`src/rtl/iterative_shifter_pkg.sv`:
```
// Shared definitions for the iterative shifter: shift mode codes and FSM state encoding.
package shifter_pkg;

    localparam logic [1:0] MODE_SLL = 2'b00;
    localparam logic [1:0] MODE_SRL = 2'b01;
    localparam logic [1:0] MODE_SRA = 2'b10;
    localparam logic [1:0] MODE_ROL = 2'b11;

    typedef enum logic [1:0] {
        ST_IDLE  = 2'b00,
        ST_SHIFT = 2'b01,
        ST_DONE  = 2'b10
    } state_t;

endpackage

```
`src/rtl/iterative_shifter_if.sv`:
```
// Request/response bundle between a datapath client and the iterative shifter.
interface iterative_shifter_if #(
    parameter int WIDTH   = 32,
    parameter int SHAMT_W = $clog2(WIDTH)
);
    logic               start_i;
    logic [1:0]         mode_i;
    logic [SHAMT_W-1:0] shamt_i;
    logic [WIDTH-1:0]   data_i;
    logic               busy_o;
    logic               done_o;
    logic [WIDTH-1:0]   result_o;

    modport master (
        output start_i, mode_i, shamt_i, data_i,
        input  busy_o, done_o, result_o
    );

    modport slave (
        input  start_i, mode_i, shamt_i, data_i,
        output busy_o, done_o, result_o
    );
endinterface

```
`src/rtl/iterative_shifter_shift_step.sv`:
```
// Combinational barrel stage: shifts a value by 0..STEP positions in one of four modes.
module shift_step
    import shifter_pkg::*;
#(
    parameter int WIDTH = 32,
    parameter int STEP  = 1,
    parameter int KW    = $clog2(STEP + 1)
) (
    input  logic [WIDTH-1:0] value,
    input  logic [1:0]       mode,
    input  logic [KW-1:0]    k,
    output logic [WIDTH-1:0] shifted
);

    // Select the shift flavour; for k==0 the rotate's right half shifts out completely.
    always_comb begin
        shifted = value;
        case (mode)
            MODE_SLL: shifted = value << k;
            MODE_SRL: shifted = value >> k;
            MODE_SRA: shifted = WIDTH'($signed(value) >>> k);
            MODE_ROL: shifted = (value << k) | (value >> (WIDTH - int'(k)));
            default:  shifted = value;
        endcase
    end

endmodule

```
`src/rtl/iterative_shifter.sv`:
```
// Multi-cycle shifter: accepts a request, shifts up to STEP bits per clock, pulses done.
module iterative_shifter
    import shifter_pkg::*;
#(
    parameter int WIDTH   = 32,
    parameter int SHAMT_W = $clog2(WIDTH),
    parameter int STEP    = 1
) (
    input  logic              clk_i,
    input  logic              rst_i,
    iterative_shifter_if.slave bus
);

    localparam int KW = $clog2(STEP + 1);

    state_t             state, state_n;
    logic [SHAMT_W-1:0] rem, rem_n;
    logic [1:0]         mode_q, mode_n;
    logic [WIDTH-1:0]   result_q, result_n;
    logic [WIDTH-1:0]   stepped;
    logic [KW-1:0]      k;
    logic               last_step;
    logic               busy_q;
    logic               done_q;

    // Positions to move this cycle: a full STEP, or whatever is left of the shift amount.
    always_comb begin
        if (int'(rem) >= STEP) begin
            k = KW'(STEP);
        end else begin
            k = KW'(rem);
        end
        last_step = (int'(rem) <= STEP);
    end

    shift_step #(
        .WIDTH (WIDTH),
        .STEP  (STEP),
        .KW    (KW)
    ) u_step (
        .value   (result_q),
        .mode    (mode_q),
        .k       (k),
        .shifted (stepped)
    );

    // Next-state and datapath update; requests are only looked at outside SHIFT.
    always_comb begin
        state_n  = state;
        rem_n    = rem;
        mode_n   = mode_q;
        result_n = result_q;
        case (state)
            ST_IDLE, ST_DONE: begin
                if (bus.start_i) begin
                    result_n = bus.data_i;
                    mode_n   = bus.mode_i;
                    rem_n    = bus.shamt_i;
                    state_n  = (bus.shamt_i != '0) ? ST_SHIFT : ST_DONE;
                end else begin
                    state_n = ST_IDLE;
                end
            end
            ST_SHIFT: begin
                result_n = stepped;
                rem_n    = rem - SHAMT_W'(k);
                state_n  = last_step ? ST_DONE : ST_SHIFT;
            end
            default: state_n = ST_IDLE;
        endcase
    end

    // State, working registers and registered status flags; reset aborts any operation.
    always_ff @(posedge clk_i or posedge rst_i) begin
        if (rst_i) begin
            state    <= ST_IDLE;
            rem      <= '0;
            mode_q   <= MODE_SLL;
            result_q <= '0;
            busy_q   <= 1'b0;
            done_q   <= 1'b0;
        end else begin
            state    <= state_n;
            rem      <= rem_n;
            mode_q   <= mode_n;
            result_q <= result_n;
            busy_q   <= (state_n == ST_SHIFT);
            done_q   <= (state_n == ST_DONE);
        end
    end

    assign bus.busy_o   = busy_q;
    assign bus.done_o   = done_q;
    assign bus.result_o = result_q;

endmodule

```
`src/flat_wrapper.sv`:
```
// flat-port wrapper written by rule: the top's interface ports become plain ports
module iterative_shifter_flat import shifter_pkg::*;
#(
    parameter int WIDTH   = 32,
    parameter int SHAMT_W = $clog2(WIDTH),
    parameter int STEP    = 1
)
  (clk_i, rst_i, bus_start_i, bus_mode_i, bus_shamt_i, bus_data_i, bus_busy_o, bus_done_o, bus_result_o);
  iterative_shifter_if #(.WIDTH(WIDTH), .SHAMT_W(SHAMT_W)) bus_i ();
  input  logic clk_i;
  input  logic rst_i;
  input wire logic [$bits(bus_i.start_i)-1:0] bus_start_i;
  input wire logic [$bits(bus_i.mode_i)-1:0] bus_mode_i;
  input wire logic [$bits(bus_i.shamt_i)-1:0] bus_shamt_i;
  input wire logic [$bits(bus_i.data_i)-1:0] bus_data_i;
  output wire logic [$bits(bus_i.busy_o)-1:0] bus_busy_o;
  output wire logic [$bits(bus_i.done_o)-1:0] bus_done_o;
  output wire logic [$bits(bus_i.result_o)-1:0] bus_result_o;
  assign bus_i.start_i = bus_start_i;
  assign bus_i.mode_i = bus_mode_i;
  assign bus_i.shamt_i = bus_shamt_i;
  assign bus_i.data_i = bus_data_i;
  assign bus_busy_o = bus_i.busy_o;
  assign bus_done_o = bus_i.done_o;
  assign bus_result_o = bus_i.result_o;
  iterative_shifter #(.WIDTH(WIDTH), .SHAMT_W(SHAMT_W), .STEP(STEP)) u_core (.clk_i(clk_i), .rst_i(rst_i), .bus(bus_i));
endmodule
```
`config.mk`:
```
export PLATFORM = sky130hd
export DESIGN_NAME = iterative_shifter_flat
export DESIGN_NICKNAME = d
export VERILOG_FILES = /design/src/rtl/iterative_shifter_pkg.sv /design/src/rtl/iterative_shifter_if.sv /design/src/rtl/iterative_shifter_shift_step.sv /design/src/rtl/iterative_shifter.sv /design/src/flat_wrapper.sv
export SDC_FILE = /design/constraint.sdc
export NUM_CORES = 1
export LEC_CHECK = 0
export CAP_MARGIN = 10
export CORE_MARGIN = 4
export CORE_UTILIZATION = 44
export DETAILED_ROUTE_END_ITERATION = 8
export MAX_ROUTING_LAYER = met4
export PLACE_DENSITY = 0.75
export RECOVER_POWER = 100
export SLEW_MARGIN = 20
export SYNTH_ARGS = -nofsm -noshare
export SYNTH_HDL_FRONTEND = slang
export SYNTH_HIERARCHICAL = 1
export SYNTH_SLANG_ARGS = --single-unit
```
`constraint.sdc`:
```
create_clock -name clk_i -period 2 [get_ports clk_i]
set_clock_uncertainty 0.1 [all_clocks]
set_input_delay 0.4 -clock clk_i [delete_from_list [all_inputs] [get_ports clk_i]]
set_output_delay 0.4 -clock clk_i [all_outputs]
set_load 0.1 [all_outputs]
```
==> reports/results.txt <==
Status = finished clean
Vias/cell = 5.37
Hold Crit Class = reg2reg
Largest net degree at the start of global routing = 44
Synth Net Count = 381
Row cnt = 28
Worst setup EP type = flip-flop
Drt first pass iters = 4
Initial DRC count = 172
Share of flip-flops with an asynchronous set or reset after synthesis = 1.00
Post-CTS setup buffer count = 0
Worst Tran Pin Value = 1070 ps
Post-CTS sizing = 0
Worst Path Arrival = 1910 ps
Worst Setup Start Kind = flip-flop
Final net count = 452
CTS Root Cell = clkbuf_8
Peak Freq = 546 MHz
GRT overflow = 0
Post-route cell area = 3440 µm²
Crit share post-route = 0.915
Synth top area share = 0.401
Reg2reg path depth = 6
Layout cells sized above 1 = 0.144
Final setup TNS = 0 ps
CTS sink cnt = 43
Clock Pin Slew Worst Setup and Hold Paths = 80 ps
Synth top area cells = dfrtp_1, mux2i_1, nand2_1
Fin util = 0.581
First-pass GRT wire length = 11.7 mm
Initial core utilization = 0.453
Area growth, synth to finish = 28.1%
Vias in the first global route = 2524
Post-synth design cell area = 2680 µm²
Setup violators final = 0
I/O Buffers = 75
Antenna viol nets, final = 0
Total GRT Usage = 0.199
Sequential fraction of the synthesis area = 0.401
Core area = 5920 µm²
Post-Syn Area per Cell = 7.94 µm²
Width of the die = 86.1 µm
Num CTS Buffers = 5
Maximum clock insertion buffer count = 2
Max-cap viol count = 0
Final Routed Wirelength = 6.95 mm
Most frequent cells after synthesis = nand2_1, nor2_1, dfrtp_1
CP Max Fanout = 6
WL/cell = 14.3 µm
Fillers = 566
GP Congestion = 0.805
Most frequent cell after synthesis = nand2_1
RSZ-0062 raised after global routing = no
FF+latch count, synth = 43
CP Class = reg2reg
Io pins = 76
Cts hold-fix bufs = 0
Cell variety after synth = 35
Residual DRC = 0
WHS Path Cells = 2
DIE AREA = 7410 µm²
Top_reg_cell synth = dfrtp_1
DR vias = 2604
Worst-Skew Late Latency = 290 ps
Post-DP HPWL = 4.98 mm
Initial antenna violation count = 0
Ant. Diodes = 0
EDFF count, synth = 0
Max Slew Vio Count = 0
Critical Path RT = 2080 ps
Placed Area = 3860 µm²
Final min period = 1830 ps
Synthesized instance count = 338
Yosys synthesis warning count = 6
Relative slew slack = 0.288
Final Hold Vio Count = 0
Hold Slack = 486 ps
CTS tree = built
H-tree depth = 2
Die Y = 86.1 µm
Cell taking the most area after synthesis = dfrtp_1
## area by class of cell
type	count	area, µm²	share of cell area
clock buffer	7	76.3	0.0222
clock inverter	1	5.00	0.00146
inverter	3	11.3	0.00328
multi-input combinational	265	1450	0.422
sequential	43	1080	0.313
tap	75	93.8	0.0273
timing repair buffer	91	723	0.210
## metal layers
layer / track usage / up-vias / routed length, µm
li1: - / 1305 / -
met1: 0.255 / 1213 / 3110
met2: 0.317 / 79 / 3330
met3: 0.0365 / 7 / 437
met4: 0.0691 / 0 / 75
met5: - / - / 0
## cells in the final DEF, fill, tap and decap left out, types with 4 or more instances in the layout
master           instances
clkbuf_8                 5
nand2_1                 74
mux2i_1                 31
a21oi_1                 30
dfrtp_1                 43
clkdlybuf4s50_1         39
clkbuf_2                35
nor2_1                  70
a31oi_1                 33
clkbuf_1                 4
buf_4                    9
## kinds of logic after synthesis
logic type,Yosys count,share of synthesized area
compound gates,74,0.167
mux,31,0.116
buf+inv,30,0.0606
fa+ha+maj,1,0.00466
xor+xnor,1,0.00606
flops,43,0.401
simple gates,158,0.245
## worst max-delay path, stage by stage (launching register included)
cell and delay, ps:
dfrtp_1 440, nor4_4 270, buf_4 190, nor2_1 50
ha_1 240, nor3b_1 160, a221o_1 270
## final timing paths
kind / start / end / slack [ps]
setup reg to reg: u_core/rem[4] / u_core/rem[2] / 170
hold / removal: u_core/bus.result_o[0] / u_core/bus.result_o[0] / 490
setup / recovery: u_core/rem[4] / u_core/rem[2] / 170
min in group asynchronous: rst_i / u_core/bus.result_o[15] / 640
hold reg to reg: u_core/bus.result_o[0] / u_core/bus.result_o[0] / 490
max in group asynchronous: rst_i / u_core/bus.result_o[2] / 500
## sequential cells by signal, summed over array words and instances (netlist names)
| signal | cells |
|---|---|
| u_core/bus.done_o | 1 |
| u_core/bus.result_o | 32 |
| u_core/rem | 5 |
| u_core/bus.busy_o | 1 |
| u_core/mode_q | 2 |
| u_core/state | 2 |
## metrics by stage
| step | instances | setup slack [ps] |
|---|---|---|
| floorplan | 338 | 27.9 |
| global placement | 477 | 192 |
| detailed placement | 477 | 136 |
| CTS | 485 | 109 |
| global route | 485 | 23.8 |
| finish | 485 | 170 |
Power is not shown: default switching activity piles up to over one toggle a cycle in this logic, so the estimate is an artifact.
